`src/rtl/sic4_pkg.sv`:
```
// Shared types and helpers for the SIC-4 immediate builder.
//   state_e  : builder FSM states (EMPTY, ACCUM, HOLD)
//   EXT_*    : extension-mode encodings for the in_signed input
//   cnt_w()  : width of a counter that must reach max_chunks inclusive
package sic4_pkg;

  typedef enum logic [1:0] {
    EMPTY = 2'd0,
    ACCUM = 2'd1,
    HOLD  = 2'd2
  } state_e;

  localparam logic EXT_ZERO = 1'b0;
  localparam logic EXT_SIGN = 1'b1;

  function automatic int cnt_w(input int max_chunks);
    return $clog2(max_chunks + 1);
  endfunction

endpackage

```
`src/rtl/imm_ext_core.sv`:
```
// Combinational extender: widens the assembled immediate to OUT_W bits.
//   acc   : assembled chunks, right-aligned (first chunk most significant)
//   count : number of valid chunks in acc (k = count*IN_W valid bits)
//   sgn   : EXT_SIGN replicates bit k-1 upward, EXT_ZERO fills with zeros
//   ext   : OUT_W-bit extended value
module imm_ext_core
  import sic4_pkg::*;
#(
  parameter int IN_W       = 2,
  parameter int OUT_W      = 8,
  parameter int MAX_CHUNKS = 4,
  localparam int AW        = MAX_CHUNKS * IN_W,
  localparam int CW        = cnt_w(MAX_CHUNKS)
) (
  input  logic [AW-1:0]    acc,
  input  logic [CW-1:0]    count,
  input  logic             sgn,
  output logic [OUT_W-1:0] ext
);

  logic [OUT_W-1:0] acc_pad;
  logic             fill;
  int               k;

  always_comb begin
    ext     = '0;
    acc_pad = OUT_W'(acc);
    k       = int'(count) * IN_W;
    // Fill bit is the top valid bit when sign-extending; k=0 leaves it zero.
    fill    = 1'b0;
    for (int j = 0; j < AW; j++)
      if (sgn == EXT_SIGN && j == k - 1) fill = acc[j];
    for (int i = 0; i < OUT_W; i++)
      ext[i] = (i < k) ? acc_pad[i] : fill;
  end

endmodule

```
`src/rtl/imm_builder.sv`:
```
// Immediate builder: accumulates IN_W-bit chunks (MS chunk first) and emits
// an OUT_W-bit sign/zero-extended immediate through a ready/valid handshake.
//   clk, rst        : clock, synchronous active-high reset
//   flush           : drop any partial or held immediate
//   in_valid/ready  : chunk handshake; in_chunk, in_last, in_signed payload
//   out_valid/ready : result handshake; out_data, out_overflow payload
//   out_overflow    : immediate was closed at MAX_CHUNKS without in_last
module imm_builder
  import sic4_pkg::*;
#(
  parameter int IN_W       = 2,
  parameter int OUT_W      = 8,
  parameter int MAX_CHUNKS = 4
) (
  input  logic             clk,
  input  logic             rst,
  input  logic             flush,
  input  logic             in_valid,
  output logic             in_ready,
  input  logic [IN_W-1:0]  in_chunk,
  input  logic             in_last,
  input  logic             in_signed,
  output logic             out_valid,
  input  logic             out_ready,
  output logic [OUT_W-1:0] out_data,
  output logic             out_overflow
);

  localparam int AW = MAX_CHUNKS * IN_W;
  localparam int CW = cnt_w(MAX_CHUNKS);

  if (AW > OUT_W) begin : g_width_chk
    $error("imm_builder: MAX_CHUNKS*IN_W must not exceed OUT_W");
  end

  state_e           state_q, state_d;
  logic [AW-1:0]    acc_q, acc_d;
  logic [CW-1:0]    count_q, count_d;
  logic [OUT_W-1:0] out_data_q, out_data_d;
  logic             ovf_q, ovf_d;

  logic [AW-1:0]    acc_base, acc_new;
  logic [CW-1:0]    cnt_base, cnt_new;
  logic             accept, complete;
  logic [OUT_W-1:0] ext_val;

  assign in_ready     = (state_q != HOLD) | out_ready;
  assign accept       = in_valid & in_ready;
  assign out_valid    = (state_q == HOLD);
  assign out_data     = out_data_q;
  assign out_overflow = ovf_q;

  // Extender sees the post-accept accumulator so the result can be
  // registered on the same edge that takes the completing chunk.
  imm_ext_core #(
    .IN_W      (IN_W),
    .OUT_W     (OUT_W),
    .MAX_CHUNKS(MAX_CHUNKS)
  ) u_ext (
    .acc  (acc_new),
    .count(cnt_new),
    .sgn  (in_signed),
    .ext  (ext_val)
  );

  always_comb begin
    state_d    = state_q;
    acc_d      = acc_q;
    count_d    = count_q;
    out_data_d = out_data_q;
    ovf_d      = ovf_q;

    // An accept while in HOLD implies out_ready, so it starts a fresh
    // immediate rather than extending the one being handed off.
    acc_base = (state_q == HOLD) ? '0 : acc_q;
    cnt_base = (state_q == HOLD) ? '0 : count_q;
    acc_new  = (acc_base << IN_W) | AW'(in_chunk);
    cnt_new  = cnt_base + CW'(1);
    complete = in_last | (cnt_new == CW'(MAX_CHUNKS));

    if (flush) begin
      state_d = EMPTY;
      acc_d   = '0;
      count_d = '0;
    end else if (accept) begin
      if (complete) begin
        state_d    = HOLD;
        acc_d      = '0;
        count_d    = '0;
        out_data_d = ext_val;
        ovf_d      = ~in_last;
      end else begin
        state_d = ACCUM;
        acc_d   = acc_new;
        count_d = cnt_new;
      end
    end else if (state_q == HOLD && out_ready) begin
      state_d = EMPTY;
    end
  end

  always_ff @(posedge clk) begin
    if (rst) begin
      state_q    <= EMPTY;
      acc_q      <= '0;
      count_q    <= '0;
      out_data_q <= '0;
      ovf_q      <= 1'b0;
    end else begin
      state_q    <= state_d;
      acc_q      <= acc_d;
      count_q    <= count_d;
      out_data_q <= out_data_d;
      ovf_q      <= ovf_d;
    end
  end

endmodule

```
`config.mk`:
```
export PLATFORM = sky130hd
export DESIGN_NAME = imm_builder
export DESIGN_NICKNAME = d
export VERILOG_FILES = /design/src/rtl/sic4_pkg.sv /design/src/rtl/imm_ext_core.sv /design/src/rtl/imm_builder.sv
export SDC_FILE = /design/constraint.sdc
export NUM_CORES = 1
export LEC_CHECK = 0
export BUFFER_PORTS_ARGS = -buffer_cell sky130_fd_sc_hd__buf_4
export CORE_MARGIN = 1
export CORE_UTILIZATION = 46
export CTS_BUF_LIST = sky130_fd_sc_hd__clkbuf_2 sky130_fd_sc_hd__clkbuf_4 sky130_fd_sc_hd__clkbuf_8
export DETAILED_ROUTE_END_ITERATION = 8
export PLACE_DENSITY = 0.71
export SYNTH_ARGS = -nofsm -noshare
export SYNTH_HDL_FRONTEND = slang
export SYNTH_SLANG_ARGS = --single-unit
```
`constraint.sdc`:
```
create_clock -name clk -period 2.3 [get_ports clk]
set_input_delay 0.46 -clock clk [delete_from_list [all_inputs] [get_ports clk]]
set_output_delay 0.46 -clock clk [all_outputs]
set_load 0.03 [all_outputs]
```
==> run metrics <==
design area 1290 um2; pwr dens 581 nW/um2; Slowest cell on crit path a311oi_4; final period utilization 94.1%; sequential fraction of the synthesis area 40.0%; clock latency on the worst-skew pair 300 ps; Top Ports 20; final wirelength 2.34 mm; Std-Cell Rows 16; Nets 151; Leakage Power 0.482 nW; Synth Warn # 0; via count 966; vias in the first global route 881; min-delay src in_last; CP endpoint kind flop; first-pass iteration count of the detailed router 6; area grow syn2layout 28.8%; CP Class flop to flop; r2r endpoint out_data[5]; min Tclk post-route 2160 ps; GRT Total Usage 20.0%; Placed Area 1210 um2; Starting Density 50.1%; Post-Syn Nets 127; Residual DRC 0; Hold Path Depth 2; Cells after Synth 117; CTS tree yes; Fmax achieved 462 MHz; commonest non-fill, non-tap cell in the layout buf_4; GP Congestion 0.863; Worst IR Drop VDD 0.479 mV; largest net degree at the start of global routing 18; average wire per standard cell 14.0 um; Port Buffers 19; antenna cells 0; ANT nets after route 0; Post-CTS Setup Bufs 0; CP peak stage delay 430 ps; r2r setup slk 140 ps; PostCTS Resize Cnt 0; root buf cell clkbuf_4; Tot Pwr 0.751 mW; mapped cell area 1000 um2; CP Data Arrival Time 2390 ps; critical-path cell list nand2b_4 > and2_1 > ha_1 > and4bb_2 > nand3_1 > a311oi_4 > a21oi_1 > a211oi_2; clock transition at the registers of the reported paths 120 ps; final setup fails 0; die height 48.7 um; Final Skew 8.70 ps; Sinks on Clock Net 20; DP HPWL 1.68 mm; cts hold-fix bufs 0; Max-slew headroom 71.5%; Core Util, Final 64.5%; Setup crit start kind flop; Clock Tree Buf Depth 2; max-slew violation count 0; setup TNS 0 ps; uppermost routed layer met4; worst hold-check path type input pin to flop; initial DRC count 25; final hold vios 0; initial antenna violation count 0; total gr overflow 0; WL met2 1.11 mm; Reg2Reg Depth 8; M1 wire length 1.08 mm; FF+latch count, synth 20; first-pass GRT wire length 3.80 mm; via density per instance 5.78; area of the core 2000 um2; commonest cells after routing, fill and taps aside buf_4 (25), nor2_1 (20), dfxtp_1 (20), inv_1 (9), a21oi_1 (9); run status completed; share of cells above drive strength 1 30.7%; full die area 2370 um2; H-tree depth 1; clock buffer count from CTS 3; r2r startpoint state_q[0]; slew at the pin with the worst max-slew slack 422 ps; WHS Endpoint out_overflow; met3 wire length 106 um; unrepaired setup endpoints after global routing false; WP data required 2530 ps; Avg Inst Size Synth 8.57 um2; distinct cell type count after synthesis 31; max-cap viol count 0; Die Wd 48.7 um; crit-path max FO 7
==> routing by layer <==
| metal | up-vias | global-route usage [%] |
|---|---|---|
| met4 | 0 | 4.41 |
| met5 | - | 0 |
| met2 | 27 | 32.2 |
| met3 | 6 | 3.77 |
| met1 | 459 | 27.7 |
| li1 | 474 | - |
==> flip-flops by register name, indices dropped and copies added, names as in the netlist <==
register / count
state_q: 2
count_q: 3
out_overflow: 1
out_data: 8
acc_q: 6
==> worst max-delay path by stage <==
stage | cells after the start | start | to | slack, ps
after floorplan | 9 | state_q[0] | out_data[4] | 20
after global placement | 8 | state_q[0] | out_data[4] | 190
after detailed placement | 9 | state_q[0] | out_data[4] | 50
after CTS | 9 | state_q[0] | out_data[4] | 2
after global routing | 8 | state_q[0] | out_data[2] | 20
final | 8 | state_q[0] | out_data[5] | 140
==> final cells by class <==
cell class                      count  area [um2]
Sequential cell                    20         400
Multi-Input combinational cell     81         563
Fill cell                         162         711
Timing Repair Buffer               26         208
Clock inverter                      1        30.0
Inverter                            9        33.8
Tap cell                           27        33.8
Clock buffer                        3        22.5
==> cells in the mapped netlist <==
library cell	instances	share of area, %
and2_1	1	0.62
clkbuf_1	4	1.5
o2111ai_1	1	0.87
nand4_1	1	0.62
nand2b_1	5	3.1
a32oi_1	4	3.5
a21oi_1	10	5.0
dfxtp_1	20	40
and2_4	1	0.87
a21bo_1	1	1.0
buf_6	1	1.1
o22ai_1	1	0.62
and4bb_2	1	1.2
a211oi_1	2	1.5
a22oi_1	4	3.0
ha_1	1	1.2
a311oi_1	3	2.6
inv_1	9	3.4
nor3_1	3	1.5
nand3_1	3	1.5
nor2_1	20	7.5
nand2_1	4	1.5
o21ai_0	2	1.0
o211ai_1	3	2.2
nand3b_1	1	0.75
o311ai_0	2	1.7
a2111oi_4	1	2.7
buf_2	2	1.0
mux2_2	1	1.1
or2_2	1	0.62
a211oi_2	4	5.0
==> cells by family after synthesis <==
kind of cell	count (synthesis)	share of synthesized area [%]
flops	20	39.9
fa+ha+maj	1	1.25
simple gates	41	19.9
compound gates	38	30.8
buf+inv	16	6.99
mux	1	1.12
==> through the flow <==
stage / cells / hold slack (ps) / setup WS (ps)
6_report: 167 / 375 / 136
5_1_grt: 167 / 386 / 18.1
4_1_cts: 167 / 375 / 2.17
3_5_place_dp: 163 / 477 / 45.0
3_3_place_gp: 163 / 456 / 188
2_1_floorplan: 117 / 454 / 22.8
==> power by group <==
group / switching (mW) / internal [mW] / total (mW)
sequential: 0.00487 / 0.354 / 0.359
clock: 0.112 / 0.176 / 0.288
combinational: 0.0623 / 0.0417 / 0.104
total: 0.179 / 0.572 / 0.751
==> worst max-delay path: cells and delay by family (launching register included) <==
family | cells | cell delay (ps)
adders and majority gates | 1 | 280
and+or+nand+nor | 4 | 690
AOI/OAI and AO/OA | 3 | 800
DFF | 1 | 340
Power figures use the tool's default switching activity.
